===== src/rtl/ysyx_24100013_pkg.sv =====
// Shared types and constants for the ysyx_24100013 multi-cycle sequencer:
// FSM state encoding, immediate-type selects, RV32I opcodes, halt codes.
package ysyx_24100013_pkg;

  typedef enum logic [2:0] {
    FETCH_REQ  = 3'd0,
    FETCH_WAIT = 3'd1,
    DECODE     = 3'd2,
    EXEC       = 3'd3,
    MEM_REQ    = 3'd4,
    MEM_WAIT   = 3'd5,
    WB         = 3'd6,
    HALT       = 3'd7
  } state_e;

  localparam logic [2:0] ITYPE_NONE = 3'd0;
  localparam logic [2:0] ITYPE_I    = 3'd1;
  localparam logic [2:0] ITYPE_S    = 3'd2;
  localparam logic [2:0] ITYPE_B    = 3'd3;
  localparam logic [2:0] ITYPE_U    = 3'd4;
  localparam logic [2:0] ITYPE_J    = 3'd5;

  localparam logic [6:0] OPC_LUI    = 7'b0110111;
  localparam logic [6:0] OPC_AUIPC  = 7'b0010111;
  localparam logic [6:0] OPC_JAL    = 7'b1101111;
  localparam logic [6:0] OPC_JALR   = 7'b1100111;
  localparam logic [6:0] OPC_BRANCH = 7'b1100011;
  localparam logic [6:0] OPC_LOAD   = 7'b0000011;
  localparam logic [6:0] OPC_STORE  = 7'b0100011;
  localparam logic [6:0] OPC_OPIMM  = 7'b0010011;
  localparam logic [6:0] OPC_OP     = 7'b0110011;
  localparam logic [6:0] OPC_SYSTEM = 7'b1110011;

  localparam logic [31:0] INST_EBREAK = 32'h00100073;

  localparam logic [1:0] HALT_NONE    = 2'd0;
  localparam logic [1:0] HALT_EBREAK  = 2'd1;
  localparam logic [1:0] HALT_ILLEGAL = 2'd2;
  localparam logic [1:0] HALT_TIMEOUT = 2'd3;

endpackage


===== src/rtl/ysyx_24100013_opdec.sv =====
// Combinational opcode decoder: immediate-type select plus the load/store,
// rd-write and illegal-opcode classification used by the sequencer.
module ysyx_24100013_opdec
  import ysyx_24100013_pkg::*;
(
  input  logic [6:0] opcode,
  output logic [2:0] itype,
  output logic       is_load,
  output logic       is_store,
  output logic       writes_rd,
  output logic       illegal
);

  // Classify the opcode; anything outside RV32I base is flagged illegal.
  always_comb begin
    itype     = ITYPE_NONE;
    is_load   = 1'b0;
    is_store  = 1'b0;
    writes_rd = 1'b0;
    illegal   = 1'b0;
    case (opcode)
      OPC_LUI, OPC_AUIPC: begin
        itype     = ITYPE_U;
        writes_rd = 1'b1;
      end
      OPC_JAL: begin
        itype     = ITYPE_J;
        writes_rd = 1'b1;
      end
      OPC_JALR, OPC_OPIMM, OPC_SYSTEM: begin
        itype     = ITYPE_I;
        writes_rd = 1'b1;
      end
      OPC_LOAD: begin
        itype     = ITYPE_I;
        is_load   = 1'b1;
        writes_rd = 1'b1;
      end
      OPC_STORE: begin
        itype     = ITYPE_S;
        is_store  = 1'b1;
      end
      OPC_BRANCH: begin
        itype     = ITYPE_B;
      end
      OPC_OP: begin
        itype     = ITYPE_NONE;
        writes_rd = 1'b1;
      end
      default: begin
        illegal   = 1'b1;
      end
    endcase
  end

endmodule


===== src/rtl/ysyx_24100013_seq.sv =====
// Multi-cycle NPC sequencer: fetch/data handshakes, instruction latch,
// itype decode, one-cycle PC/RF retire strobes and sticky halt.
// Optional memory-wait timeout enabled by YSYX_24100013_SEQ_TIMEOUT_EN.
module ysyx_24100013_seq
  import ysyx_24100013_pkg::*;
#(
  parameter int TIMEOUT_CYCLES = 1024
) (
  input  logic        clk,
  input  logic        rst,
  output logic        ifu_req_valid,
  input  logic        ifu_req_ready,
  input  logic        ifu_rsp_valid,
  input  logic [31:0] ifu_rsp_data,
  output logic [31:0] inst,
  output logic [2:0]  itype,
  output logic        lsu_req_valid,
  output logic        lsu_req_wen,
  input  logic        lsu_req_ready,
  input  logic        lsu_rsp_valid,
  output logic        rf_we,
  output logic        pc_we,
  output logic        halt,
  output logic [1:0]  halt_code
);

  state_e      state_q, state_d;
  logic [31:0] inst_q, inst_d;
  logic [2:0]  itype_q, itype_d;
  logic [1:0]  halt_code_q, halt_code_d;
  logic        halt_q, halt_d;
  logic        ifu_req_valid_q, ifu_req_valid_d;
  logic        lsu_req_valid_q, lsu_req_valid_d;
  logic        lsu_req_wen_q, lsu_req_wen_d;
  logic        rf_we_q, rf_we_d;
  logic        pc_we_q, pc_we_d;

  logic [2:0]  dec_itype;
  logic        dec_is_load, dec_is_store, dec_writes_rd, dec_illegal;
  logic        ifu_accept, lsu_accept, tmo_hit;

  ysyx_24100013_opdec u_opdec (
    .opcode    (inst_q[6:0]),
    .itype     (dec_itype),
    .is_load   (dec_is_load),
    .is_store  (dec_is_store),
    .writes_rd (dec_writes_rd),
    .illegal   (dec_illegal)
  );

  // A request only completes once its registered valid is actually visible.
  assign ifu_accept = ifu_req_valid_q & ifu_req_ready;
  assign lsu_accept = lsu_req_valid_q & lsu_req_ready;

`ifdef YSYX_24100013_SEQ_TIMEOUT_EN
  localparam int TMO_W = $clog2(TIMEOUT_CYCLES + 1);
  logic [TMO_W-1:0] tmo_cnt_q, tmo_cnt_d;

  // Hit on the last permitted wait cycle so the HALT transition lands after
  // exactly TIMEOUT_CYCLES cycles spent waiting.
  assign tmo_hit = (tmo_cnt_q == TMO_W'(TIMEOUT_CYCLES - 1));

  // Wait counter: clears when a new request phase starts, counts while waiting.
  always_comb begin
    tmo_cnt_d = tmo_cnt_q;
    if (((state_d == FETCH_REQ) && (state_q != FETCH_REQ)) ||
        ((state_d == MEM_REQ) && (state_q != MEM_REQ))) begin
      tmo_cnt_d = '0;
    end else if ((state_q == FETCH_REQ) || (state_q == FETCH_WAIT) ||
                 (state_q == MEM_REQ) || (state_q == MEM_WAIT)) begin
      tmo_cnt_d = tmo_cnt_q + TMO_W'(1);
    end else begin
      tmo_cnt_d = tmo_cnt_q;
    end
  end

  // Wait counter register.
  always_ff @(posedge clk) begin
    if (rst) begin
      tmo_cnt_q <= '0;
    end else begin
      tmo_cnt_q <= tmo_cnt_d;
    end
  end
`else
  // No counter in this build: waits are unbounded, the parameter is inert.
  localparam int unused_timeout_cycles = TIMEOUT_CYCLES;
  assign tmo_hit = 1'b0;
`endif

  // Next-state logic plus the inst/itype/halt-code updates tied to transitions.
  always_comb begin
    state_d     = state_q;
    inst_d      = inst_q;
    itype_d     = itype_q;
    halt_code_d = halt_code_q;
    case (state_q)
      FETCH_REQ: begin
        if (ifu_accept) begin
          state_d = FETCH_WAIT;
        end else if (tmo_hit) begin
          state_d     = HALT;
          halt_code_d = HALT_TIMEOUT;
        end else begin
          state_d = FETCH_REQ;
        end
      end
      FETCH_WAIT: begin
        if (ifu_rsp_valid) begin
          inst_d  = ifu_rsp_data;
          state_d = DECODE;
        end else if (tmo_hit) begin
          state_d     = HALT;
          halt_code_d = HALT_TIMEOUT;
        end else begin
          state_d = FETCH_WAIT;
        end
      end
      DECODE: begin
        itype_d = dec_itype;
        if (inst_q == INST_EBREAK) begin
          state_d     = HALT;
          halt_code_d = HALT_EBREAK;
        end else if (dec_illegal) begin
          state_d     = HALT;
          halt_code_d = HALT_ILLEGAL;
        end else begin
          state_d = EXEC;
        end
      end
      EXEC: begin
        if (dec_is_load || dec_is_store) begin
          state_d = MEM_REQ;
        end else begin
          state_d = WB;
        end
      end
      MEM_REQ: begin
        if (lsu_accept) begin
          state_d = MEM_WAIT;
        end else if (tmo_hit) begin
          state_d     = HALT;
          halt_code_d = HALT_TIMEOUT;
        end else begin
          state_d = MEM_REQ;
        end
      end
      MEM_WAIT: begin
        if (lsu_rsp_valid) begin
          state_d = WB;
        end else if (tmo_hit) begin
          state_d     = HALT;
          halt_code_d = HALT_TIMEOUT;
        end else begin
          state_d = MEM_WAIT;
        end
      end
      WB: begin
        state_d = FETCH_REQ;
      end
      HALT: begin
        state_d = HALT;
      end
      default: begin
        state_d = FETCH_REQ;
      end
    endcase
  end

  // Output flops are loaded from the upcoming state so they align with it.
  always_comb begin
    ifu_req_valid_d = (state_d == FETCH_REQ);
    lsu_req_valid_d = (state_d == MEM_REQ);
    lsu_req_wen_d   = (state_d == MEM_REQ) & dec_is_store;
    pc_we_d         = (state_d == WB);
    rf_we_d         = (state_d == WB) & dec_writes_rd & (inst_q[11:7] != 5'd0);
    halt_d          = (state_d == HALT);
  end

  // State, instruction latch and registered outputs.
  always_ff @(posedge clk) begin
    if (rst) begin
      state_q         <= FETCH_REQ;
      inst_q          <= 32'd0;
      itype_q         <= ITYPE_NONE;
      halt_q          <= 1'b0;
      halt_code_q     <= HALT_NONE;
      ifu_req_valid_q <= 1'b0;
      lsu_req_valid_q <= 1'b0;
      lsu_req_wen_q   <= 1'b0;
      rf_we_q         <= 1'b0;
      pc_we_q         <= 1'b0;
    end else begin
      state_q         <= state_d;
      inst_q          <= inst_d;
      itype_q         <= itype_d;
      halt_q          <= halt_d;
      halt_code_q     <= halt_code_d;
      ifu_req_valid_q <= ifu_req_valid_d;
      lsu_req_valid_q <= lsu_req_valid_d;
      lsu_req_wen_q   <= lsu_req_wen_d;
      rf_we_q         <= rf_we_d;
      pc_we_q         <= pc_we_d;
    end
  end

  assign ifu_req_valid = ifu_req_valid_q;
  assign lsu_req_valid = lsu_req_valid_q;
  assign lsu_req_wen   = lsu_req_wen_q;
  assign inst          = inst_q;
  assign itype         = itype_q;
  assign rf_we         = rf_we_q;
  assign pc_we         = pc_we_q;
  assign halt          = halt_q;
  assign halt_code     = halt_code_q;

endmodule


===== config.mk =====
export PLATFORM = sky130hd
export DESIGN_NAME = ysyx_24100013_seq
export DESIGN_NICKNAME = d
export VERILOG_FILES = /design/src/rtl/ysyx_24100013_pkg.sv /design/src/rtl/ysyx_24100013_opdec.sv /design/src/rtl/ysyx_24100013_seq.sv
export SDC_FILE = /design/constraint.sdc
export NUM_CORES = 1
export LEC_CHECK = 0
export CAP_MARGIN = 20
export CORE_AREA = 2 2 59 61
export CTS_BUF_LIST = sky130_fd_sc_hd__clkbuf_4 sky130_fd_sc_hd__clkbuf_8 sky130_fd_sc_hd__clkbuf_16
export DETAILED_ROUTE_END_ITERATION = 10
export DIE_AREA = 0 0 61 63
export DONT_BUFFER_PORTS = 1
export PLACE_DENSITY = 0.74
export SYNTH_ARGS = -nofsm -noshare
export SYNTH_HDL_FRONTEND = slang
export SYNTH_SLANG_ARGS = --single-unit

===== constraint.sdc =====
create_clock -name clk -period 1.9 [get_ports clk]
set_input_delay 0.38 -clock clk [delete_from_list [all_inputs] [get_ports clk]]
set_output_delay 0.38 -clock clk [all_outputs]
set_load 0.02 [all_outputs]

=== After elaboration in Yosys (flattened, before gate mapping) ===
Cells that the tools add are included.

* Register bits: 46

* Eq/ne operators: 22
* Reductions and logical operators: 10
* Multiplexer cells: 14
* Bitwise logic cells: 5

{| class="wikitable"
|+ Operators with widths
! kind !! number
|-
| 32-bit by 21-bit == test with 1-bit output (second input constant) || 1
|-
| 7-bit == test (second input constant) || 4
|-
| 3-bit one-hot mux with 8 select lines || 1
|-
| 3-bit == test (second input constant) || 7
|-
| 7-bit by 6-bit == test with 1-bit output (second input constant) || 3
|-
| 3-bit one-hot mux with 5 select lines || 1
|-
| 7-bit by 5-bit == test with 1-bit output (second input constant) || 2
|-
| 2-bit 2-to-1 mux || 5
|-
| 10-bit OR reduction || 1
|-
| 8-bit OR reduction || 1
|-
| 7-bit by 2-bit == test with 1-bit output (second input constant) || 1
|-
| 3-bit by 2-bit == test with 1-bit output (second input constant) || 2
|-
| 3-bit zero test || 2
|-
| 3-bit 2-to-1 mux || 2
|-
| 1-bit AND || 5
|-
| 1-bit 2-to-1 mux || 5
|-
| 5-bit nonzero test || 1
|-
| 2-bit AND reduction || 2
|-
| 4-bit OR reduction || 1
|-
| 3-bit by 1-bit == test with 1-bit output (second input constant) || 1
|-
| 2-bit by 1-bit inequality test with 1-bit output (second input constant) || 1
|-
| 2-bit OR reduction || 1
|-
| 1-bit logical OR || 1
|}

=== Depth between registers and ports, before layout ===
* Depth in word-level cells: 8
* Depth in mapped cells: 7

=== Cells and area by module ===
From an unflattened synthesis, not the netlist that was laid out.

* Cells, all modules: 241
* Area, all modules: 1990.7 µm²

{| class="wikitable"
|+ By module, submodules not included
! module !! cells an instance !! times used !! area an instance (µm²)
|-
| ysyx_24100013_seq || 218 || 1 || 1848.0
|-
| ysyx_24100013_opdec || 23 || 1 || 142.6
|}

=== Worst setup path after synthesis ===
No wires, ideal clock.

* Kind: reg2reg
* Start: register inst_q[6] (netlist: inst[6])
* End: register lsu_req_wen_q (netlist: lsu_req_wen)
* Library setup time: 88 ps
* Buffers on the path: 1
* Stages on the path, launching flop included: 7
* Setup slack: 218 ps
* Arrival time: 1594 ps
* Cell sequence: dfxtp_1 -> buf_6 -> nor4b_4 -> nand4_2 -> nor4_4 -> o21ai_2 -> nor4_2

* Cells in the longest elaborated chain, start to end: 7
* Elaborated cells between the ends (all ways): 21

{| class="wikitable"
|+ Ends and longest elaborated chain
! what !! RTL line !! text
|-
| start: declaration || ysyx_24100013_seq.sv:28 || <nowiki>logic [31:0] inst_q, inst_d;</nowiki>
|-
| start signal: assignment || ysyx_24100013_seq.sv:195 || <nowiki>inst_q <= inst_d;</nowiki>
|-
| 7-bit by 6-bit == test with 1-bit output, or another cell as far along || ysyx_24100013_opdec.sv:21 || <nowiki>case (opcode)</nowiki>
|-
| 10-bit OR reduction (no source line) / 1-bit 2-to-1 mux (equally long branches) || -- ||
|-
| 3-bit 2-to-1 mux / 1-bit logical OR (equally long branches) || ysyx_24100013_seq.sv:124, ysyx_24100013_seq.sv:132 ||
|-
| 3-bit 2-to-1 mux / 2-bit 2-to-1 mux (equally long branches) || ysyx_24100013_seq.sv:121, ysyx_24100013_seq.sv:132 ||
|-
| 3-bit one-hot mux with 8 select lines || ysyx_24100013_seq.sv:97 || <nowiki>case (state_q)</nowiki>
|-
| 3-bit == test || ysyx_24100013_seq.sv:174 || <nowiki>lsu_req_wen_d = (state_d == MEM_REQ) & dec_is_store;</nowiki>
|-
| 1-bit AND (*) || ysyx_24100013_seq.sv:174 ||
|-
| end signal: assignment || ysyx_24100013_seq.sv:201 || <nowiki>lsu_req_wen_q <= lsu_req_wen_d;</nowiki>
|-
| end: declaration || ysyx_24100013_seq.sv:34 || <nowiki>logic lsu_req_wen_q, lsu_req_wen_d;</nowiki>
|}

Mark *: on every way between the ends. The rest lies on a longest branch, timed or not.
A chain may end at the register's enable or synchronous reset.

=== Final worst setup path ===
Same ends and word-level chain as after synthesis.

==> metrics.csv <==
metric,value,unit
"area leader, netlist",dfxtp_1,
layout net count,282,
"Cell Count, Final, Fillers Out",290,
share of the synthesized area in the top cell type,48.26,%
Final period util,90.33,%
Post-Syn Instances,235,
Fin. Hold Viols,0,
CTS Hold Bufs,0,
CP max FO,9,
initial DRC count,106,
RePlAce Congestion,0.7653,
Achievable Freq,582.7,MHz
Routed WL per cell,13.65,microns
RSZ-0062 raised after global routing,false,
Resized cells post-CTS,0,
mapped cell area,0.001908,sq mm
Ant. Diodes,0,
First-pass DRT Iterations,4,
total CTS buffers,5,
Pleak,0.0007020,uW
combinational cell fraction of total power,26.1,%
total wire length,3958,microns
"CTS clk-pin slew, worst paths",0.12,ns
vias per cell,5.503,
slew margin rel.,70.55,%
net switching power figure,826.2,uW
fraction of the yosys area taken by sequential cells,48.26,%
Critical Path AT,1.99,ns
largest stage delay on the critical path,0.50,ns
initial antenna violation count,0,
total track usage,21.81,%
Netlist cell types,35,
Cell Pwr Density,1097,mW/mm^2
CP Class,flip-flop to flip-flop,
Seq cells post-synth,46,
Longest Clk Path Bufs,2,
Final setup viols,0,
"top cells by area, synth","dfxtp_1, nand2_1, a21oi_1, nor2_1, buf_6",
CP max stage cell,dfxtp_1,
first-pass GRT wire length,6465,microns
Syn Area/Cell,8.119,sq um
IO Port Bufs,0,
DP Area,0.002011,sq mm
DP HPWL,2864,microns
number of global-route vias before repair,1535,
Area growth syn-to-layout,7.869,%
"top cells by count, synth","nand2_1, dfxtp_1, a21oi_1",
core footprint,0.003232,sq mm
Slew @ Worst Pin,0.4398,ns
Via Count,1596,
CP endpoint kind,flip-flop,
Synth warnings,0,
Finished Cell Area,0.002058,sq mm
Reg2Reg Setup Slack,0.18,ns
largest net degree at the start of global routing,42,
IO Count,81,
Worst EP required,2.17,ns
final design utilization,63.69,%
Placed Instances,283,
post-CTS repair timing setup buffer count,0,
total power,2257,uW
Most used DFF post-synth,dfxtp_1,
Die Ht,63,microns
cell row count,21,
clock sink total,46,
die width,61,microns
GR Overflow Total,0,
Sw Share,36.61,%
Initial Utilization,59.04,%
most common cell in the netlist,nand2_1,
clock share of power,18.7,%
Max Transition Viols Final,0,
cell breakdown of the critical path,nor4b_4 -> nand4_2 -> nor4_4 -> o21ai_2 -> nor4_2,
peak supply drop,0.7196,mV
setup TNS,0,ns
Post-synth ARST share,0,%
status,finished clean,
Clock Latency Late Sink,0.35,ns
"Net Count, Synth",273,
H-tree depth,2,
part of the power in registers,55.2,%
CTS tree,built,
critical path startpoint category,flip-flop,
Min-Delay Path Class,input pin to flip-flop,
Max Clock Skew,0.003887,ns
# DRC,0,
Clock Root Buffer,clkbuf_4,
layout cells sized above 1,13.52,%
Post-synth EDFFs,0,
clock period minus worst slack,1.716,ns
Detail Route Antenna Nets,0,
total of max-cap violations,0,
Die ar.,0.003843,sq mm
internal power,1431,uW
==> sequential cells by signal, summed over array words and instances, names as in the netlist <==
name,count
halt,1
halt_code,2
ifu_req_valid,1
inst,32
itype,3
lsu_req_valid,1
lsu_req_wen,1
pc_we,1
rf_we,1
state_q,3
==> layer usage <==
metal | up-vias | global-route usage [%] | share of wire [%]
met5 | - | 0 | 0
met4 | 0 | 7.337 | 1.4
met3 | 6 | 7.039 | 7.6
met2 | 55 | 36.83 | 48
met1 | 711 | 25.26 | 42
li1 | 824 | - | -
==> final cells by class <==
| class | instances | area (sq um) |
|---|---|---|
| flip-flops and latches | 46 | 920.9 |
| repair buffers | 17 | 127.6 |
| fillers | 323 | 1174 |
| clock inverters | 2 | 10.01 |
| clock buffers | 5 | 37.54 |
| multi-input cells | 172 | 897.1 |
| inverters | 2 | 7.507 |
| well taps | 46 | 57.56 |
==> stage by stage <==
| stage | hold slack [ns] | setup slack (ns) |
|---|---|---|
| after floorplan | 0.5160 | 0.2185 |
| after global placement | 0.4521 | 0.2664 |
| after detailed placement | 0.4554 | 0.2024 |
| after global routing | 0.06240 | 0.05146 |
| final | 0.08195 | 0.1838 |
| after CTS | 0.07428 | 0.1631 |
==> cells in the final DEF, fill, tap and decap left out, types with 2 or more instances in the layout <==
cell	instances
nand2_1	70
nand3b_1	4
clkinv_2	2
nor3b_1	3
nor2_1	11
nand3_1	5
a21oi_1	42
buf_4	17
nor2b_1	4
nand4_1	5
nor3_1	4
dfxtp_1	46
and2b_1	2
nor4_1	2
clkbuf_4	5
inv_1	2
==> power groups by stage <==
stage          clock network (uW)  registers, uW  logic (uW)
3_5_place_dp                    0           1270         590
4_1_cts                       431           1250         593
6_report                      422           1250         590
3_3_place_gp                    0           1270         580
5_1_grt                       465           1270         658
2_1_floorplan                   0           1280         434
==> kinds of logic after synthesis <==
logic type,synth area share (%)
flip-flops,48.26
buffers and inverters,4.853
AND/OR/NAND/NOR,32.13
AO/OA/AOI/OAI,14.75
==> worst max-delay path, delay by kind of cell (launching register included) <==
kind	cells	cell delay (ns)
flip-flops	1	0.50
AND/OR/NAND/NOR	4	0.97
AO/OA/AOI/OAI	1	0.17
==> worst paths after layout <==
kind,cells after the start,endpoint,from
worst max-delay path,5,lsu_req_wen,inst[6]
worst min-delay path,1,itype[1],rst
worst max register to register,5,lsu_req_wen,inst[6]
worst min register to register,2,itype[1],itype[1]
(Power assumes the default switching activity.)
